## src/rtl/spi_pkg.sv

```systemverilog
// Shared types and constants for the mode-0 SPI master.
package spi_pkg;

    localparam int unsigned SPI_BITS = 8;

    typedef enum logic [2:0] {
        ST_IDLE  = 3'd0,
        ST_SETUP = 3'd1,
        ST_HIGH  = 3'd2,
        ST_LOW   = 3'd3,
        ST_WAIT  = 3'd4,
        ST_HOLD  = 3'd5,
        ST_GAP   = 3'd6
    } spi_state_e;

    // States whose duration is set by the phase timer.
    function automatic logic is_timed(input spi_state_e st);
        case (st)
            ST_SETUP, ST_HIGH, ST_LOW, ST_HOLD, ST_GAP: is_timed = 1'b1;
            default:                                    is_timed = 1'b0;
        endcase
    endfunction

endpackage

```

## src/rtl/spi_phase_timer.sv

```systemverilog
// CLK_DIV down-counter; reloads on every state change and flags the
// last (phase_done) and second-to-last (phase_next) cycle of a timed state.
module spi_phase_timer
    import spi_pkg::*;
#(
    parameter int unsigned CLK_DIV = 4
) (
    input  logic clk,
    input  logic rst_n,
    input  logic load,
    input  logic timed,
    output logic phase_done,
    output logic phase_next
);

    localparam logic [7:0] RELOAD = 8'(CLK_DIV - 1);

    logic [7:0] cnt_d;
    logic [7:0] cnt_q;

    // Next count: reload on state change, otherwise count down to zero.
    always_comb begin
        cnt_d = cnt_q;
        if (load) begin
            cnt_d = RELOAD;
        end else if (cnt_q != 8'd0) begin
            cnt_d = cnt_q - 8'd1;
        end else begin
            cnt_d = 8'd0;
        end
    end

    // Counter register.
    always_ff @(posedge clk or negedge rst_n) begin
        if (!rst_n) begin
            cnt_q <= 8'd0;
        end else begin
            cnt_q <= cnt_d;
        end
    end

    assign phase_done = timed && (cnt_q == 8'd0);
    assign phase_next = timed && (cnt_q == 8'd1);

endmodule

```

## src/rtl/spi_master.sv

```systemverilog
// Mode-0 SPI master: byte stream in, MSB first, CS_n held across a
// multi-byte transaction until the byte marked tx_last completes.
module spi_master
    import spi_pkg::*;
#(
    parameter int unsigned CLK_DIV = 4
) (
    input  logic       clk,
    input  logic       rst_n,
    input  logic       tx_valid,
    output logic       tx_ready,
    input  logic [7:0] tx_data,
    input  logic       tx_last,
    output logic [7:0] rx_data,
    output logic       rx_valid,
    output logic       busy,
    output logic       CS_n,
    output logic       SCLK,
    output logic       MOSI,
    input  logic       MISO
);

    localparam logic [2:0] LAST_BIT = 3'(SPI_BITS - 1);

    spi_state_e state_d, state_q;
    logic [2:0] bit_d, bit_q;
    logic [7:0] tx_byte_d, tx_byte_q;
    logic       last_d, last_q;
    logic [6:0] rx_sh_d, rx_sh_q;
    logic [7:0] rx_data_d, rx_data_q;
    logic       rx_valid_d, rx_valid_q;
    logic       tx_ready_d, tx_ready_q;
    logic       cs_n_d, cs_n_q;
    logic       sclk_d, sclk_q;
    logic       mosi_d, mosi_q;
    logic       busy_d, busy_q;

    logic       accept_s;
    logic       load_s;
    logic       timed_s;
    logic       phase_done_s;
    logic       phase_next_s;
    logic       ready_near_s;
    logic [2:0] nxt_bit_s;
    logic [7:0] rx_sample_s;

    assign accept_s    = tx_valid && tx_ready_q;
    assign nxt_bit_s   = bit_q + 3'd1;
    assign rx_sample_s = {rx_sh_q, MISO};
    assign load_s      = (state_d != state_q);
    assign timed_s     = is_timed(state_q);

    spi_phase_timer #(
        .CLK_DIV (CLK_DIV)
    ) u_timer (
        .clk        (clk),
        .rst_n      (rst_n),
        .load       (load_s),
        .timed      (timed_s),
        .phase_done (phase_done_s),
        .phase_next (phase_next_s)
    );

    // Next-state and datapath updates.
    always_comb begin
        state_d    = state_q;
        bit_d      = bit_q;
        tx_byte_d  = tx_byte_q;
        last_d     = last_q;
        rx_sh_d    = rx_sh_q;
        rx_data_d  = rx_data_q;
        rx_valid_d = 1'b0;
        mosi_d     = mosi_q;
        case (state_q)
            ST_IDLE: begin
                if (accept_s) begin
                    state_d   = ST_SETUP;
                    tx_byte_d = tx_data;
                    last_d    = tx_last;
                    bit_d     = 3'd0;
                    mosi_d    = tx_data[7];
                end else begin
                    state_d = ST_IDLE;
                end
            end
            ST_SETUP: begin
                if (phase_done_s) begin
                    state_d = ST_HIGH;
                end else begin
                    state_d = ST_SETUP;
                end
            end
            ST_HIGH: begin
                if (phase_done_s) begin
                    rx_sh_d = rx_sample_s[6:0];
                    if (bit_q == LAST_BIT) begin
                        // Byte boundary: publish rx and chain, wait or close.
                        rx_data_d  = rx_sample_s;
                        rx_valid_d = 1'b1;
                        bit_d      = 3'd0;
                        if (last_q) begin
                            state_d = ST_HOLD;
                        end else if (accept_s) begin
                            state_d   = ST_LOW;
                            tx_byte_d = tx_data;
                            last_d    = tx_last;
                            mosi_d    = tx_data[7];
                        end else begin
                            state_d = ST_WAIT;
                        end
                    end else begin
                        state_d = ST_LOW;
                        bit_d   = nxt_bit_s;
                        mosi_d  = tx_byte_q[3'd7 - nxt_bit_s];
                    end
                end else begin
                    state_d = ST_HIGH;
                end
            end
            ST_LOW: begin
                if (phase_done_s) begin
                    state_d = ST_HIGH;
                end else begin
                    state_d = ST_LOW;
                end
            end
            ST_WAIT: begin
                if (accept_s) begin
                    state_d   = ST_LOW;
                    tx_byte_d = tx_data;
                    last_d    = tx_last;
                    mosi_d    = tx_data[7];
                end else begin
                    state_d = ST_WAIT;
                end
            end
            ST_HOLD: begin
                if (phase_done_s) begin
                    state_d = ST_GAP;
                end else begin
                    state_d = ST_HOLD;
                end
            end
            ST_GAP: begin
                if (phase_done_s) begin
                    state_d = ST_IDLE;
                end else begin
                    state_d = ST_GAP;
                end
            end
            default: begin
                state_d = ST_IDLE;
            end
        endcase
    end

    // Output values for the cycle after this edge, derived from state_d.
    always_comb begin
        ready_near_s = (state_q == ST_HIGH) && phase_next_s &&
                       (bit_q == LAST_BIT) && !last_q;
        tx_ready_d   = (state_d == ST_IDLE) || (state_d == ST_WAIT) || ready_near_s;
        cs_n_d       = (state_d == ST_IDLE) || (state_d == ST_GAP);
        sclk_d       = (state_d == ST_HIGH);
        busy_d       = (state_d != ST_IDLE);
    end

    // State and datapath registers.
    always_ff @(posedge clk or negedge rst_n) begin
        if (!rst_n) begin
            state_q    <= ST_IDLE;
            bit_q      <= 3'd0;
            tx_byte_q  <= 8'h00;
            last_q     <= 1'b0;
            rx_sh_q    <= 7'h00;
            rx_data_q  <= 8'h00;
            rx_valid_q <= 1'b0;
            mosi_q     <= 1'b0;
        end else begin
            state_q    <= state_d;
            bit_q      <= bit_d;
            tx_byte_q  <= tx_byte_d;
            last_q     <= last_d;
            rx_sh_q    <= rx_sh_d;
            rx_data_q  <= rx_data_d;
            rx_valid_q <= rx_valid_d;
            mosi_q     <= mosi_d;
        end
    end

    // Registered interface outputs.
    always_ff @(posedge clk or negedge rst_n) begin
        if (!rst_n) begin
            tx_ready_q <= 1'b0;
            cs_n_q     <= 1'b1;
            sclk_q     <= 1'b0;
            busy_q     <= 1'b0;
        end else begin
            tx_ready_q <= tx_ready_d;
            cs_n_q     <= cs_n_d;
            sclk_q     <= sclk_d;
            busy_q     <= busy_d;
        end
    end

    assign tx_ready = tx_ready_q;
    assign rx_data  = rx_data_q;
    assign rx_valid = rx_valid_q;
    assign busy     = busy_q;
    assign CS_n     = cs_n_q;
    assign SCLK     = sclk_q;
    assign MOSI     = mosi_q;

endmodule

```

## config.mk

```make
export PLATFORM = sky130hd
export DESIGN_NAME = spi_master
export DESIGN_NICKNAME = d
export VERILOG_FILES = /design/src/rtl/spi_pkg.sv /design/src/rtl/spi_phase_timer.sv /design/src/rtl/spi_master.sv
export SDC_FILE = /design/constraint.sdc
export NUM_CORES = 1
export LEC_CHECK = 0
export BUFFER_PORTS_ARGS = -buffer_cell sky130_fd_sc_hd__buf_2
export CAP_MARGIN = 20
export CORE_MARGIN = 2
export CORE_UTILIZATION = 60
export CTS_BUF_LIST = sky130_fd_sc_hd__clkbuf_8
export CTS_CLUSTER_SIZE = 14
export DETAILED_ROUTE_END_ITERATION = 12
export PLACE_DENSITY = 0.82
export REMOVE_ABC_BUFFERS = 1
export SYNTH_ARGS = -nofsm -noshare
export SYNTH_HDL_FRONTEND = slang
export SYNTH_SLANG_ARGS = --single-unit
export TNS_END_PERCENT = 50
```

## constraint.sdc

```tcl
create_clock -name clk -period 5.35 [get_ports clk]
set_input_delay 0.2675 -clock clk [delete_from_list [all_inputs] [get_ports clk]]
set_output_delay 0.2675 -clock clk [all_outputs]
set_load 0.01 [all_outputs]
```

## Yosys cells after proc, flatten, opt, wreduce, memory -nomap -nowiden

Index checks and enable logic that the tools add are counted.
W data, S select, Z words.

| storage, ports and cells | value |
|---|---|
| flip-flop bits (word level) | 44 |

| operators by class | value |
|---|---|
| add/sub/neg operators | 3 |
| order comparisons | 1 |
| equal/unequal tests | 18 |
| multiplexer cells | 38 |
| reductions and logical operators | 25 |

Operators with widths:

| operator | count |
|---|---|
| $mux W8 | 6 |
| $mux W3 | 8 |
| $pmux W3 S7 | 1 |
| $eq A3 B3 Y1 const B | 6 |
| $mux W1 | 16 |
| $pmux W8 S2 | 1 |
| $eq A3 B2 Y1 const B | 3 |
| $reduce_and A3 Y1 | 3 |
| $eq A8 B1 Y1 const B | 1 |
| $logic_not A8 Y1 | 1 |
| $ne A2 B2 Y1 const B | 4 |
| $reduce_and A4 Y1 | 2 |
| $reduce_bool A8 Y1 | 1 |
| $sub A8 B1 Y8 const B | 1 |
| $logic_and A1 B1 Y1 | 6 |
| $logic_not A3 Y1 | 2 |
| $pmux W3 S2 | 1 |
| $reduce_or A5 Y1 | 1 |
| $lt A3 B4 Y1 const B | 1 |
| $mux W2 | 2 |
| $pmux W1 S2 | 2 |
| $reduce_bool A2 Y1 | 2 |
| $add A3 B1 Y3 const B | 1 |
| $bmux W1 S3 | 1 |
| other kinds (10) | 12 |

## Logic depth before layout (Yosys ltp)

| depth | value |
|---|---|
| depth in word-level cells | 9 |
| depth in mapped cells | 7 |

## Cells and area by module

Synthesis repeated with hierarchy kept, for this count alone.

| unflattened totals | value |
|---|---|
| cells, all modules | 180 |
| area total of the unflattened synthesis | 2,147.1 µm² |

Modules (own cells, without submodules):

| module | instances | cells an instance | area an instance (µm²) |
|---|---|---|---|
| spi_master | 1 | 138 | 1,721.7 |
| spi_phase_timer | 1 | 42 | 425.4 |

## Least setup slack after synthesis

No wires, ideal clock.

| timing | value |
|---|---|
| path type | reg2reg |
| from | reg bit_q[0] |
| to | reg busy_q, in the netlist busy |
| library setup time | 0.131 ns |
| data arrival time | 2.015 ns |
| required time | 5.219 ns |
| setup slack | 3.204 ns |
| cell stages (with the launch flop) | 8 |
| path buffers | 1 |
| clock period less this slack | 2.146 ns |
| cells stage by stage | dfrtp_1 -> ha_1 -> ha_1 -> clkbuf_1 -> nor2b_1 -> a2111oi_0 -> a311o_2 -> or3_1 |

| on the way | value |
|---|---|
| longest elaborated chain between the ends | 5 |

Ends and longest elaborated chain:

| element | line | text |
|---|---|---|
| from (decl) | spi_master.sv:26 | `logic [2:0] bit_d, bit_q;` |
| from (signal assigned) | spi_master.sv:180 | `bit_q <= bit_d;` |
| $eq A3 B3 Y1 | spi_master.sv:96 | `if (bit_q == LAST_BIT) begin` |
| $mux W3 | spi_master.sv:96 |  |
| $mux W3 | spi_master.sv:94 | `if (phase_done_s) begin` |
| $pmux W3 S7 | spi_master.sv:74 | `case (state_q)` |
| via state_d[0] | spi_master.sv:25 | `spi_state_e state_d, state_q;` |
| $reduce_bool A3 Y1 | spi_master.sv:164 | `busy_d = (state_d != ST_IDLE);` |
| via busy_d | spi_master.sv:36 | `logic busy_d, busy_q;` |
| to (signal assigned) | spi_master.sv:201 | `busy_q <= busy_d;` |
| to (decl) | spi_master.sv:36 |  |

The timed path passes the listed nets, and every way through them passes these cells.
A chain may end at the register's enable or synchronous reset.

## Worst setup path after layout

| timing | value |
|---|---|
| from | reg u_timer.cnt_q[0] |
| to | reg tx_byte_q[4] |

| on the way | value |
|---|---|
| longest elaborated chain between the ends | 4 |

Ends and longest elaborated chain:

| element | line | text |
|---|---|---|
| from (decl) | spi_phase_timer.sv:19 | `logic [7:0] cnt_q;` |
| from (signal assigned) | spi_phase_timer.sv:38 | `cnt_q <= cnt_d;` |
| $logic_not A8 Y1 | spi_phase_timer.sv:42 | `assign phase_done = timed && (cnt_q == 8'd0);` |
| $logic_and A1 B1 Y1 | spi_phase_timer.sv:42 |  |
| $ne A2 B2 Y1 (no source line) | n/a |  |
| $reduce_and A4 Y1 (no source line) | n/a |  |
| to (signal assigned) | spi_master.sv:181 | `tx_byte_q <= tx_byte_d;` |
| to (decl) | spi_master.sv:27 | `logic [7:0] tx_byte_d, tx_byte_q;` |

No other way between the ends.

==> impl_metrics.json <==
{
  "cts_htree_levels": 2,
  "crit_family": "simple AND/OR/NAND/NOR gates",
  "ys_types": 54,
  "slew_headroom_pct": 34.6,
  "io_buffers": 26,
  "yosysSeqAreaShare_pct": 51.5,
  "worstMarginPinSlew_ps": 969,
  "fin_crit_sh_pct": 45.4,
  "dp_cells": 239,
  "maxCapViolCount": 0,
  "pin_count": 27,
  "finalMaxSlewViolations": 0,
  "post-cts-setup-buffer-count": 0,
  "vias": 1502,
  "fp.dieW_um": 63.8,
  "avgSynthCellArea_sq_um": 12.4,
  "path_clk_slew_ps": 80,
  "grt_pass1_vias": 1517,
  "nNetsFinal": 218,
  "drive_gt1_share_pct": 35.8,
  "path_buf_inv": 1,
  "cp_slowest_cell": "nor3b_2",
  "synth-seq-cells": 44,
  "place.gp.congestion": 0.912,
  "synth_area_sq_mm": 0.00214,
  "cpPeakStageDelay_ps": 480,
  "antenna_left": 0,
  "async_flop_share_pct": 100,
  "antenna_found_initial": 0,
  "cts_resized": 0,
  "hold_class": "in -> async",
  "hold_buffers": 0,
  "cts-root-buf": "clkbuf_8",
  "synth_edf_count": 0,
  "yosys_warnings": 0,
  "power_density_mw_per_mm2": 498,
  "critPathMaxFanout": 9,
  "timing.rr.start": "u_timer.cnt_q[0]",
  "grt_pass1_wl_um": 6920,
  "r2r_setup_slack_ps": 2920,
  "peakVddDrop_v": 0.000315,
  "die_h_um": 63.8,
  "fin_skew_ps": 6.22,
  "synth_ff_type": "dfrtp_1",
  "reg2regPathDepth": 6,
  "routed_wirelength_um": 3960,
  "wl_per_cell_um": 16.0,
  "fmax_mhz": 412,
  "initial_core_util_pct": 63.2,
  "antenna_cells": 0,
  "gr-max-usage-layer": "met2",
  "r2r-end": "tx_byte_q[4]",
  "clk_latency_ps": 300,
  "cts-buffers-inserted": 5,
  "crit_arrival_ps": 2610,
  "min_period_ps": 2430,
  "drtIter0Drc": 40,
  "cts_buffer_depth": 2,
  "path_class": "reg -> reg",
  "cp-end-kind": "flop",
  "grt_max_degree": 45,
  "met1_usage_pct": 28.7,
  "use_met3_pct": 5.11,
  "cp.required_ps": 5530,
  "setup_tns_ps": 0,
  "setup_viol": 0,
  "final_cells": 247,
  "finalHoldViolations": 0,
  "cts.sinks": 44,
  "cts_tree": "built",
  "track_usage_pct": 22.1,
  "core.rowCount": 21,
  "synthToLayoutAreaGrowth_pct": 13.0,
  "dp_hpwl_um": 2810,
  "grtUsageMet2_pct": 35.4,
  "dr.pass1.iters": 4,
  "status": "finished clean",
  "core_sq_mm": 0.00339,
  "synthCells": 173,
  "leakage_nw": 1.13,
  "drc": 0,
  "crit_path_start_kind": "flop",
  "rsz0062_at_grt": "no",
  "crit_chain": "inv_1, ha_1, nor3b_2, a31oi_1, nor3_4, mux2_2",
  "overflow": 0,
  "die_area_sq_mm": 0.00406,
  "viasPerCell": 6.08
}
cell type report:
type	count	area (sq um)
fillers	241	968
clock buffers	5	68.8
multi-input cells	116	990
well taps	46	57.6
flip-flops and latches	44	1100
clock inverters	3	46.3
inverters	7	26.3
repair buffers	26	130
registers in the layout (all words and copies together), names as in the netlist:
register and flops:
CS_n 1, u_timer.cnt_q 8, tx_ready 1, rx_data 8, tx_byte_q 8, MOSI 1, last_q 1, bit_q 3
state_q 3, rx_valid 1, busy 1, SCLK 1, rx_sh_q 7
logic make-up after synthesis:
logic type / synth area share (%)
adders and majority gates: 2.92
muxes: 16.2
DFF: 51.5
AOI/OAI and AO/OA: 10.4
and+or+nand+nor: 14.7
xor gates and xnor gates: 2.04
buffers and inverters: 2.34
routing by layer:
metal  share of wire (%)  up-vias
met2                  48       54
met5                   0        -
met4                 2.5        0
li1                    -      699
met3                 5.0       11
met1                  44      738
stage by stage:
step                      utilization (%)  hold slack (ps)  total power [mW]  setup slack (ps)  area (sq um)
after CTS                            71.4              141              1.21              2930          2420
after detailed placement             68.0              465             0.954              2960          2310
final                                71.4              109              1.20              2920          2420
after global routing                 71.4              196              1.29              2730          2420
after global placement               68.0              449             0.932              3040          2310
after floorplan                         -            -28.1             0.838              3290          2120
power breakdown:
| part | switching, mW | leakage [nW] | internal, mW |
|---|---|---|---|
| sequential | 0.114 | 0.565 | 0.435 |
| clock | 0.113 | 0.0548 | 0.141 |
| combinational | 0.197 | 0.507 | 0.205 |
| total | 0.424 | 1.13 | 0.780 |
how the worst max path moves through the flow:
stage | startpoint | endpoint | slack [ps] | cells past startpoint
6_report | u_timer.cnt_q[0] | tx_byte_q[4] | 2920 | 6
4_1_cts | u_timer.cnt_q[0] | tx_byte_q[4] | 2930 | 6
5_1_grt | u_timer.cnt_q[0] | tx_byte_q[5] | 2730 | 6
3_5_place_dp | u_timer.cnt_q[0] | tx_byte_q[4] | 2960 | 6
3_3_place_gp | u_timer.cnt_q[0] | tx_byte_q[6] | 3040 | 6
2_1_floorplan | u_timer.cnt_q[0] | tx_byte_q[0] | 3290 | 6
cells in the final DEF, fill, tap and decap left out, types with 2 or more instances in the layout:
cell / synthesis / routed
dfrtp_1: 43 / 43
buf_2: 0 / 26
mux2_2: 25 / 25
nor2_1: 11 / 11
inv_1: 7 / 7
nand2_1: 6 / 6
ha_1: 5 / 5
clkbuf_8: 0 / 5
nor3b_1: 4 / 4
xnor2_1: 4 / 4
nor3_1: 3 / 3
a21oi_1: 3 / 3
o211ai_1: 3 / 3
o21ai_0: 3 / 3
nor2b_1: 2 / 2
or3b_2: 2 / 2
or4_1: 2 / 2
nand2b_1: 2 / 2
o31ai_1: 2 / 2
a211o_1: 2 / 2
o32ai_1: 2 / 2
o41ai_1: 2 / 2
mux2i_1: 2 / 2
mux4_2: 2 / 2
synthesized netlist by cell type (2+ instances only):
master	count	area [sq um]
inv_1	7	26.3
mux4_2	2	45.0
o21ai_0	3	15.0
o32ai_1	2	17.5
nor2_1	11	41.3
nor3b_1	4	30.0
o211ai_1	3	22.5
dfrtp_1	43	1080
a21oi_1	3	15.0
or3b_2	2	17.5
nand2_1	6	22.5
nor2b_1	2	12.5
nor3_1	3	15.0
nand2b_1	2	12.5
mux2_2	25	282
ha_1	5	62.6
or4_1	2	15.0
a211o_1	2	17.5
o31ai_1	2	15.0
o41ai_1	2	17.5
mux2i_1	2	20.0
clkbuf_1	5	18.8
xnor2_1	4	35.0
No activity file was read; power rests on OpenSTA's default activity.
